**src/rtl/reorder_buffer_if.sv**
```systemverilog
// Issue, completion, operand-lookup and commit signals of the reorder buffer.
// The master side drives issue/cdb/lookup ids; the slave side is the buffer itself.
interface reorder_buffer_if #(
  parameter int ROB_WIDTH = 4
);
  logic                 readyIn;
  logic                 issueValid;
  logic [4:0]           issueRd;
  logic                 issueStore;
  logic                 full;
  logic [ROB_WIDTH-1:0] issueId;
  logic                 cdbValid;
  logic [ROB_WIDTH-1:0] cdbId;
  logic [31:0]          cdbValue;
  logic                 cdbMispredict;
  logic [31:0]          cdbRedirectPc;
  logic [ROB_WIDTH-1:0] qry1Id;
  logic [ROB_WIDTH-1:0] qry2Id;
  logic                 qry1Ready;
  logic                 qry2Ready;
  logic [31:0]          qry1Value;
  logic [31:0]          qry2Value;
  logic                 commitFlag;
  logic [ROB_WIDTH-1:0] commitId;
  logic [4:0]           commitAddr;
  logic [31:0]          commitValue;
  logic                 storeCommit;
  logic                 clearOut;
  logic [31:0]          redirectPc;

  modport master (
    output readyIn, issueValid, issueRd, issueStore,
    output cdbValid, cdbId, cdbValue, cdbMispredict, cdbRedirectPc,
    output qry1Id, qry2Id,
    input  full, issueId, qry1Ready, qry2Ready, qry1Value, qry2Value,
    input  commitFlag, commitId, commitAddr, commitValue, storeCommit,
    input  clearOut, redirectPc
  );

  modport slave (
    input  readyIn, issueValid, issueRd, issueStore,
    input  cdbValid, cdbId, cdbValue, cdbMispredict, cdbRedirectPc,
    input  qry1Id, qry2Id,
    output full, issueId, qry1Ready, qry2Ready, qry1Value, qry2Value,
    output commitFlag, commitId, commitAddr, commitValue, storeCommit,
    output clearOut, redirectPc
  );
endinterface

```
**src/rtl/reorder_buffer.sv**
```systemverilog
// In-order commit reorder buffer: circular entry store with result bypass,
// single-entry commit per cycle and full flush on a mispredicted commit.
module reorder_buffer #(
  parameter int ROB_WIDTH = 4
) (
  input logic              clockIn,
  input logic              resetIn,
  reorder_buffer_if.slave  rob
);
  localparam int DEPTH = 2 ** ROB_WIDTH;
  localparam logic [ROB_WIDTH:0] FULL_COUNT = DEPTH[ROB_WIDTH:0];

  logic [ROB_WIDTH-1:0] head;
  logic [ROB_WIDTH-1:0] tail;
  logic [ROB_WIDTH:0]   count;
  logic [DEPTH-1:0]     busy;
  logic [DEPTH-1:0]     ready;

  logic [4:0]           rdMem    [DEPTH];
  logic [31:0]          valueMem [DEPTH];
  logic [31:0]          pcMem    [DEPTH];
  logic [DEPTH-1:0]     storeBits;
  logic [DEPTH-1:0]     mispBits;

  logic                 issueFire_p0;
  logic                 cdbFire_p0;
  logic                 commitFire_p0;
  logic                 flushFire_p0;

  logic                 commitFlag_p1;
  logic [ROB_WIDTH-1:0] commitId_p1;
  logic [4:0]           commitAddr_p1;
  logic [31:0]          commitValue_p1;
  logic                 storeCommit_p1;
  logic                 clear_p1;
  logic [31:0]          redirectPc_p1;

  // ---- stage p0: per-cycle decisions from current state ----
  always_comb begin
    commitFire_p0 = rob.readyIn && (count != '0) && ready[head];
    flushFire_p0  = commitFire_p0 && mispBits[head];
    // A flush wins over anything else arriving in the same cycle.
    issueFire_p0  = rob.readyIn && rob.issueValid && (count != FULL_COUNT)
                    && !clear_p1 && !flushFire_p0;
    cdbFire_p0    = rob.readyIn && rob.cdbValid && busy[rob.cdbId] && !flushFire_p0;
  end

  assign rob.full    = (count == FULL_COUNT);
  assign rob.issueId = tail;

  // Lookups see a result broadcast in the same cycle before it is stored.
  assign rob.qry1Ready = ready[rob.qry1Id] || (rob.cdbValid && (rob.cdbId == rob.qry1Id));
  assign rob.qry2Ready = ready[rob.qry2Id] || (rob.cdbValid && (rob.cdbId == rob.qry2Id));
  assign rob.qry1Value = (rob.cdbValid && (rob.cdbId == rob.qry1Id)) ? rob.cdbValue
                                                                     : valueMem[rob.qry1Id];
  assign rob.qry2Value = (rob.cdbValid && (rob.cdbId == rob.qry2Id)) ? rob.cdbValue
                                                                     : valueMem[rob.qry2Id];

  // ---- stage p1: pointer/flag state and registered commit outputs ----
  always_ff @(posedge clockIn or posedge resetIn) begin
    if (resetIn) begin
      head           <= '0;
      tail           <= '0;
      count          <= '0;
      busy           <= '0;
      ready          <= '0;
      commitFlag_p1  <= 1'b0;
      commitId_p1    <= '0;
      commitAddr_p1  <= '0;
      commitValue_p1 <= '0;
      storeCommit_p1 <= 1'b0;
      clear_p1       <= 1'b0;
      redirectPc_p1  <= '0;
    end else if (rob.readyIn) begin
      commitFlag_p1  <= commitFire_p0 && (rdMem[head] != 5'd0);
      storeCommit_p1 <= commitFire_p0 && storeBits[head];
      clear_p1       <= flushFire_p0;
      if (commitFire_p0) begin
        commitId_p1    <= head;
        commitAddr_p1  <= rdMem[head];
        commitValue_p1 <= valueMem[head];
      end
      if (flushFire_p0) begin
        redirectPc_p1 <= pcMem[head];
        head          <= '0;
        tail          <= '0;
        count         <= '0;
        busy          <= '0;
        ready         <= '0;
      end else begin
        if (issueFire_p0) begin
          busy[tail]  <= 1'b1;
          ready[tail] <= 1'b0;
          tail        <= tail + 1'b1;
        end
        if (cdbFire_p0) begin
          ready[rob.cdbId] <= 1'b1;
        end
        // Freeing the head comes last so it wins over a late cdb to that slot.
        if (commitFire_p0) begin
          busy[head]  <= 1'b0;
          ready[head] <= 1'b0;
          head        <= head + 1'b1;
        end
        case ({issueFire_p0, commitFire_p0})
          2'b10:   count <= count + 1'b1;
          2'b01:   count <= count - 1'b1;
          default: ;
        endcase
      end
    end
  end

  // Entry payload; validity is carried by busy/ready, so no reset here.
  always_ff @(posedge clockIn) begin
    if (issueFire_p0) begin
      rdMem[tail]     <= rob.issueRd;
      storeBits[tail] <= rob.issueStore;
      mispBits[tail]  <= 1'b0;
    end
    if (cdbFire_p0) begin
      valueMem[rob.cdbId] <= rob.cdbValue;
      mispBits[rob.cdbId] <= rob.cdbMispredict;
      pcMem[rob.cdbId]    <= rob.cdbRedirectPc;
    end
  end

  assign rob.commitFlag  = commitFlag_p1;
  assign rob.commitId    = commitId_p1;
  assign rob.commitAddr  = commitAddr_p1;
  assign rob.commitValue = commitValue_p1;
  assign rob.storeCommit = storeCommit_p1;
  assign rob.clearOut    = clear_p1;
  assign rob.redirectPc  = redirectPc_p1;

endmodule

```
**src/flat_wrapper.sv**
```systemverilog
// flat-port wrapper written by rule: the top's interface ports become plain ports
module reorder_buffer_flat 
#(
  parameter int ROB_WIDTH = 4
)
  (clockIn, resetIn, rob_readyIn, rob_issueValid, rob_issueRd, rob_issueStore, rob_cdbValid, rob_cdbId, rob_cdbValue, rob_cdbMispredict, rob_cdbRedirectPc, rob_qry1Id, rob_qry2Id, rob_full, rob_issueId, rob_qry1Ready, rob_qry2Ready, rob_qry1Value, rob_qry2Value, rob_commitFlag, rob_commitId, rob_commitAddr, rob_commitValue, rob_storeCommit, rob_clearOut, rob_redirectPc);
  reorder_buffer_if #(.ROB_WIDTH(ROB_WIDTH)) rob_i ();
  input logic clockIn;
  input logic resetIn;
  input wire logic [$bits(rob_i.readyIn)-1:0] rob_readyIn;
  input wire logic [$bits(rob_i.issueValid)-1:0] rob_issueValid;
  input wire logic [$bits(rob_i.issueRd)-1:0] rob_issueRd;
  input wire logic [$bits(rob_i.issueStore)-1:0] rob_issueStore;
  input wire logic [$bits(rob_i.cdbValid)-1:0] rob_cdbValid;
  input wire logic [$bits(rob_i.cdbId)-1:0] rob_cdbId;
  input wire logic [$bits(rob_i.cdbValue)-1:0] rob_cdbValue;
  input wire logic [$bits(rob_i.cdbMispredict)-1:0] rob_cdbMispredict;
  input wire logic [$bits(rob_i.cdbRedirectPc)-1:0] rob_cdbRedirectPc;
  input wire logic [$bits(rob_i.qry1Id)-1:0] rob_qry1Id;
  input wire logic [$bits(rob_i.qry2Id)-1:0] rob_qry2Id;
  output wire logic [$bits(rob_i.full)-1:0] rob_full;
  output wire logic [$bits(rob_i.issueId)-1:0] rob_issueId;
  output wire logic [$bits(rob_i.qry1Ready)-1:0] rob_qry1Ready;
  output wire logic [$bits(rob_i.qry2Ready)-1:0] rob_qry2Ready;
  output wire logic [$bits(rob_i.qry1Value)-1:0] rob_qry1Value;
  output wire logic [$bits(rob_i.qry2Value)-1:0] rob_qry2Value;
  output wire logic [$bits(rob_i.commitFlag)-1:0] rob_commitFlag;
  output wire logic [$bits(rob_i.commitId)-1:0] rob_commitId;
  output wire logic [$bits(rob_i.commitAddr)-1:0] rob_commitAddr;
  output wire logic [$bits(rob_i.commitValue)-1:0] rob_commitValue;
  output wire logic [$bits(rob_i.storeCommit)-1:0] rob_storeCommit;
  output wire logic [$bits(rob_i.clearOut)-1:0] rob_clearOut;
  output wire logic [$bits(rob_i.redirectPc)-1:0] rob_redirectPc;
  assign rob_i.readyIn = rob_readyIn;
  assign rob_i.issueValid = rob_issueValid;
  assign rob_i.issueRd = rob_issueRd;
  assign rob_i.issueStore = rob_issueStore;
  assign rob_i.cdbValid = rob_cdbValid;
  assign rob_i.cdbId = rob_cdbId;
  assign rob_i.cdbValue = rob_cdbValue;
  assign rob_i.cdbMispredict = rob_cdbMispredict;
  assign rob_i.cdbRedirectPc = rob_cdbRedirectPc;
  assign rob_i.qry1Id = rob_qry1Id;
  assign rob_i.qry2Id = rob_qry2Id;
  assign rob_full = rob_i.full;
  assign rob_issueId = rob_i.issueId;
  assign rob_qry1Ready = rob_i.qry1Ready;
  assign rob_qry2Ready = rob_i.qry2Ready;
  assign rob_qry1Value = rob_i.qry1Value;
  assign rob_qry2Value = rob_i.qry2Value;
  assign rob_commitFlag = rob_i.commitFlag;
  assign rob_commitId = rob_i.commitId;
  assign rob_commitAddr = rob_i.commitAddr;
  assign rob_commitValue = rob_i.commitValue;
  assign rob_storeCommit = rob_i.storeCommit;
  assign rob_clearOut = rob_i.clearOut;
  assign rob_redirectPc = rob_i.redirectPc;
  reorder_buffer #(.ROB_WIDTH(ROB_WIDTH)) u_core (.clockIn(clockIn), .resetIn(resetIn), .rob(rob_i));
endmodule
```
**config.mk**
```make
export PLATFORM = sky130hd
export DESIGN_NAME = reorder_buffer_flat
export DESIGN_NICKNAME = d
export VERILOG_FILES = /design/src/rtl/reorder_buffer_if.sv /design/src/rtl/reorder_buffer.sv /design/src/flat_wrapper.sv
export SDC_FILE = /design/constraint.sdc
export NUM_CORES = 2
export LEC_CHECK = 0
export CAP_MARGIN = 40
export CORE_MARGIN = 2
export CORE_UTILIZATION = 45
export CTS_CLUSTER_SIZE = 24
export DETAILED_ROUTE_END_ITERATION = 7
export GPL_TIMING_DRIVEN = 0
export MAX_ROUTING_LAYER = met4
export PLACE_DENSITY_LB_ADDON = 0.25
export SYNTH_ARGS = -nofsm -noshare
export SYNTH_HDL_FRONTEND = slang
export SYNTH_SLANG_ARGS = --single-unit
export TNS_END_PERCENT = 50
```
**constraint.sdc**
```tcl
create_clock -name clockIn -period 6.1 [get_ports clockIn]
set_input_delay 0.61 -clock clockIn [delete_from_list [all_inputs] [get_ports clockIn]]
set_output_delay 0.61 -clock clockIn [all_outputs]
set_load 0.01 [all_outputs]
```
* Word level (Yosys, flattened, before mapping)
Memories as Yosys holds them, arrays and structs flattened. A register that Yosys moved wholly into a read port is not among the register bits. Cells that the tools add are included.
Word-level totals: memory bits (writable) 1104, output and inout port bits 147, word-level logic and storage cells 119, input port bits 88, flip-flop bits (word level) 89, memories kept 3
Memories:
- u_core.pcMem | words 16, bits a word 32, rd ports 1, clocked after memory_dff 1, write ports 1, RTL line reorder_buffer.sv:21 | logic [31:0] pcMem [DEPTH];
- u_core.valueMem | words 16, bits a word 32, rd ports 3, clocked after memory_dff 1, write ports 1, RTL line reorder_buffer.sv:20 | logic [31:0] valueMem [DEPTH];
- u_core.rdMem | words 16, bits a word 5, rd ports 1, clocked after memory_dff 0, write ports 1, RTL line reorder_buffer.sv:19 | logic [4:0] rdMem [DEPTH];
Operators by class: mux-type cells 47, bitwise gates (word level) 8, reduce and logical (&&, ||, !) cells 31, order comparisons 8, equality and inequality tests 6, $add $sub $neg 4
Operators by type and width (count):
- $mux W16 | 15
- $and A16 B16 Y16 | 4
- $mux W32 | 2
- $bwmux W16 | 2
- $not A16 Y16 | 2
- $or A16 B16 Y16 | 2
- $lt A4 B5 Y1 const B | 5
- $bmux W1 S4 | 6
- $logic_and A1 B1 Y1 | 17
- $mux W4 | 4
- $mux W1 | 13
- $demux W1 S4 | 3
- $ge A4 B1 Y1 const B | 3
- $pmux W5 S2 | 1
- $reduce_and A2 Y1 | 5
- $reduce_bool A5 Y1 | 2
- $add A4 B1 Y4 const B | 2
- $eq A4 B4 Y1 | 2
- $add A5 B1 Y5 const B | 1
- $eq A5 B5 Y1 const B | 1
- $mux W5 | 1
- $ne A5 B5 Y1 const B | 1
- $sub A5 B1 Y5 const B | 1
- $reduce_bool A2 Y1 | 2
- other kinds (5) | 7

* Logic depth before layout (Yosys ltp)
depth in word-level cells 16, mapped depth 19, depth with buffers taken out 14

* Worst setup path after synthesis
No wires, ideal clock.
path type input to register, start in rob_cdbId[0], end mem u_core.pcMem[10][0], enable pin, slack 876 ps, required time 5613 ps, arrival 4738 ps, library setup time 487 ps, stages on the path 5, buffers on the path 1, cell sequence clkbuf_1 mux4_2 nor3b_1 nand2_1 nor2_1
On the way: longest elaborated chain between the ends 6
Ends and longest elaborated chain:
- start, declared | RTL line flat_wrapper.sv:15 | input wire logic [$bits(rob_i.cdbId)-1:0] rob_cdbId;
- $bmux W1 S4 | RTL line reorder_buffer.sv:45 | cdbFire_p0 = rob.readyIn && rob.cdbValid && busy[rob.cdbId] && !flushFire_p0;
- $mux W1 (implied by the code) | RTL line reorder_buffer.sv:45
- $logic_and A1 B1 Y1 (2 in a row) | RTL line reorder_buffer.sv:45
- $mux W1 | RTL line reorder_buffer.sv:121 | if (cdbFire_p0) begin
- $mux W1 (implied by the code) | RTL line reorder_buffer.sv:124 | pcMem[rob.cdbId] <= rob.cdbRedirectPc;
- end, declared | RTL line reorder_buffer.sv:21
Several ways; a longest one is shown, not always the timed one. The select of a mux whose other input is x is not followed.

* Worst setup path after layout
start reg u_core.head[2], end reg u_core.count[4]
On the way: longest elaborated chain between the ends 9, elaborated cells on any way between the ends 14, classes of those cells 2 x eq/ne; 6 x mux; 6 x reduce/logical
Ends and longest elaborated chain:
- start, declared | RTL line reorder_buffer.sv:13 | logic [ROB_WIDTH-1:0] head;
- start signal, assigned | RTL line reorder_buffer.sv:103 | head <= head + 1'b1;
- $bmux W1 S4 | RTL line reorder_buffer.sv:40 | commitFire_p0 = rob.readyIn && (count != '0) && ready[head];
- $mux W1 (implied by the code) | RTL line reorder_buffer.sv:40
- $logic_and A1 B1 Y1 | RTL line reorder_buffer.sv:40
- $logic_and A1 B1 Y1 | RTL line reorder_buffer.sv:41 | flushFire_p0 = commitFire_p0 && mispBits[head];
- $logic_not A1 Y1 | RTL line reorder_buffer.sv:44 | && !clear_p1 && !flushFire_p0;
- $logic_and A1 B1 Y1 | RTL line reorder_buffer.sv:44
- $eq A2 B1 Y1 / $eq A2 B2 Y1 (equally long branches) | RTL line reorder_buffer.sv:105 | case ({issueFire_p0, commitFire_p0})
- $pmux W5 S2 / $reduce_bool A3 Y1 (equally long branches)
- $mux W5 / $reduce_and A2 Y1 (equally long branches)
- end signal, assigned | RTL line reorder_buffer.sv:106 | 2'b10: count <= count + 1'b1;
- end signal, assigned | RTL line reorder_buffer.sv:107 | 2'b01: count <= count - 1'b1;
- end, declared | RTL line reorder_buffer.sv:15 | logic [ROB_WIDTH:0] count;
Several ways; a longest one is shown, not always the timed one. The select of a mux whose other input is x is not followed. A chain may end at the register's enable or synchronous reset.

==> metrics <==
Worst VDD drop 0.204 mV; outcome complete, no violations; Final WS setup 0.841 ns; first-pass detailed-route iteration total 5; syn nets 2,851; Max Cap Viol 0; Least-Margin Pin Slew a little under 1 ns; Clock Latency Late Sink approximately 0.75 ns; Leakage 22.4 nW; Global Route Usage Sum 0.296; period utilization 0.862; post-detail-place hpwl roughly 130,000 um; fin nets roughly 3,400; YS warnings 0; Root Buffer Master clkbuf_16; Tot Pwr roughly 27 mW; R2R setup slack between 0.8 and 0.9 ns; Area growth, synth to finish 20.7%; Cell Area, Placed 64,000 um2; maximum clock frequency 190 MHz; Overflow after GRT 0; height of the die 359 um; vias 33,573; Cells after Synth approximately 2,800; largest net degree at the start of global routing between 90 and 100; CTS tree yes; row cnt 130; Period minus WS final 5.26 ns; CTS clk-pin slew, worst paths 0.06 ns; Iteration-0 DRC Markers 5,023; Max Buffers Root-to-Sink 3; Worst setup EP type register; Via density ~6.6; Pins Over Slew Limit 0; first-pass GRT wire length 259,000 um; Initial Util 0.453; Place WS between 0.9 and 1 ns; Setup crit start kind register; fin area 68,600 um2; H-tree levels 4; Hold/Removal Path Class in -> async; PD cells 391 nW/um2; Critical Path End u_core.count[4]; placer's final routability congestion estimate 0.924; post-route insts no fill 5,060; final hold violation count 0; Max-slew headroom 0.353; Die Width 359 um; drt total wl 185,000 um; PortBufs 224; vias in the first global route 34,315; post_cts resized 0; syn avg cell area a little over 20 um2; reg2reg end u_core.count[4]; Reg2Reg Launch Point u_core.head[2]; Post-Synthesis Cell Area 56,800 um2; number of CTS-inserted buffers 139; RSZ-0062 raised after global routing no; core area 125,000 um2; synthesized flop and latch total 1,257; Post-CTS Hold Buffers 0; post-CTS setup buffers 0; Critical Path Source u_core.head[2]; worst r2r path cells 18; initial antenna violation count 16; DR DRC count 0; Die ar. roughly 130,000 um2; final setup fails 0; post-route ant nets 0; Crit path required time 6.73 ns; register area share after synthesis 0.651; Post-Place Cells ~4,800; WS Path Type reg -> reg; Setup Skew 0.0183 ns; post-synth cell types 52; CP Max Fanout 10; Routed WL per cell between 30 and 40 um; share of cells above drive strength 1 0.356; Arr. time, crit path 5.89 ns; Clock Sinks 1,257; I/O Pins 235
## worst max-delay path, cell delays in order (launching register included)
cell      delay (ns)
dfrtp_1         0.45
buf_1           0.39
nor2b_1         0.83
a22oi_1         0.20
nand2_1         0.24
o21a_1          0.16
buf_2           0.29
buf_2           0.38
nand2b_1        0.21
ha_1            0.19
clkbuf_1        0.33
xor2_1          0.12
ha_1            0.23
o21a_1          0.18
o221a_2         0.27
o21a_1          0.19
nor3_1          0.15
o21ai_0         0.09
a22o_1          0.20
## report_power, final
group	internal (mW)	total [mW]	switching [mW]
clock	4.78	8.24	3.46
combinational	3.77	8.27	4.50
sequential	9.92	10.3	0.397
total	18.5	26.8	8.36
## area by class of cell
cell class                      instances  area (um2)
Multi-Input combinational cell       1240       18900
Clock buffer                          192        3870
Fill cell                            9376       56800
Clock inverter                         67         633
Buffer                                211         942
Antenna cell                           14        35.0
Sequential cell                      1257       37000
Inverter                               43         169
Tap cell                             1650        2060
Timing Repair Buffer                  386        4990
## synth_stat cells, drive strengths merged
cell type	count	share of area
edfxtp	1120	0.59
mux4	626	0.25
dfrtp	121	0.053
buf	113	0.010
mux2	102	0.020
clkbuf	98	0.0065
nand2	88	0.0058
mux2i	75	0.013
nor2	52	0.0035
inv	43	0.0028
nand3	41	0.0036
a22oi	37	0.0049
a221oi	32	0.0049
o221ai	26	0.0040
a21oi	20	0.0018
o22ai	19	0.0021
o311ai	19	0.0029
dfxtp	16	0.0056
a22o	13	0.0020
ha	12	0.0026
o21ai	12	0.0013
nor3	11	0.0011
xor2	11	0.0017
nand2b	5	0.00068
nand4	5	0.00055
nor2b	5	0.00055
nor4	4	0.00077
xnor2	4	0.00062
a21o	3	0.00040
nor3b	3	0.00040
o21a	3	0.00040
a2111oi	2	0.00066
or2	2	0.00022
a21boi	1	0.00013
and2	1	0.00011
and3	1	0.00011
o21bai	1	0.00013
o221a	1	0.00020
o22a	1	0.00015
o2bb2ai	1	0.00015
or4	1	0.00020
## worst min-delay path by stage
stage / from / endpoint / slack (ns) / depth (start not counted)
after global placement: u_core.mispBits[3] / u_core.mispBits[3] / 0.44 / 2
after global routing: resetIn / u_core.rob.redirectPc[25] / 0.26 / 2
after CTS: resetIn / u_core.rob.redirectPc[28] / 0.23 / 2
after floorplan: u_core.mispBits[2] / u_core.mispBits[2] / 0.43 / 2
final: resetIn / u_core.rob.redirectPc[26] / 0.24 / 2
after detailed placement: u_core.mispBits[11] / u_core.mispBits[11] / 0.45 / 2
## placed cells by master, fill, tap and decap left out, types with 15 or more instances in the layout
cell / n
edfxtp_1: 1120
mux4_2: 626
clkdlybuf4s50_1: 224
clkbuf_16: 142
clkbuf_1: 135
dfrtp_1: 121
mux2_2: 102
nand2_1: 88
mux2i_1: 75
buf_2: 71
buf_6: 50
buf_8: 42
nand3_1: 41
inv_1: 40
buf_12: 39
a22oi_1: 37
nor2_1: 35
a221oi_1: 32
buf_1: 30
buf_16: 28
o221ai_1: 26
clkinv_2: 22
a21oi_1: 20
o22ai_1: 19
o311ai_0: 19
clkinv_1: 17
nor2_4: 16
dfxtp_1: 16
buf_4: 15
## registers in the layout, indices dropped and copies added, names as in the netlist, 5 cells and up
name,count
u_core.rob.commitAddr,5
u_core.valueMem,512
u_core.rob.redirectPc,32
u_core.rdMem,80
u_core.ready,16
u_core.rob.commitValue,32
u_core.pcMem,512
u_core.mispBits,16
u_core.storeBits,16
u_core.busy,16
u_core.count,5
## metrics by stage
stage | setup TNS (ns) | util | hold WS [ns]
detailed placement | 0 | 0.510 | 0.447
global route | 0 | 0.547 | 0.261
floorplan | 0 | - | 0.426
global placement | -4662.39 | 0.488 | 0.437
CTS | 0 | 0.546 | 0.225
finish | 0 | 0.547 | 0.239
## per-layer routing
layer	share of wire	vias to the layer above	global-route usage	routed length (um)
met5	0	-	-	0
met4	0.045	0	0.119	8230
met3	0.11	479	0.0749	20500
met2	0.49	2331	0.469	90200
met1	0.36	17778	0.366	65800
li1	-	12985	-	-
## cell families (layout without fill, tap and decap cells)
logic type	Yosys count	after routing	share of synthesized area
simple gates	219	219	0.0175
fa+ha+maj	12	12	0.00264
compound gates	191	191	0.0261
other cells	0	14	0
buf+inv	254	899	0.0194
mux	803	803	0.281
xor+xnor	15	15	0.00231
flops	1257	1257	0.651
Note: power is estimated with default switching activity, not from simulation.
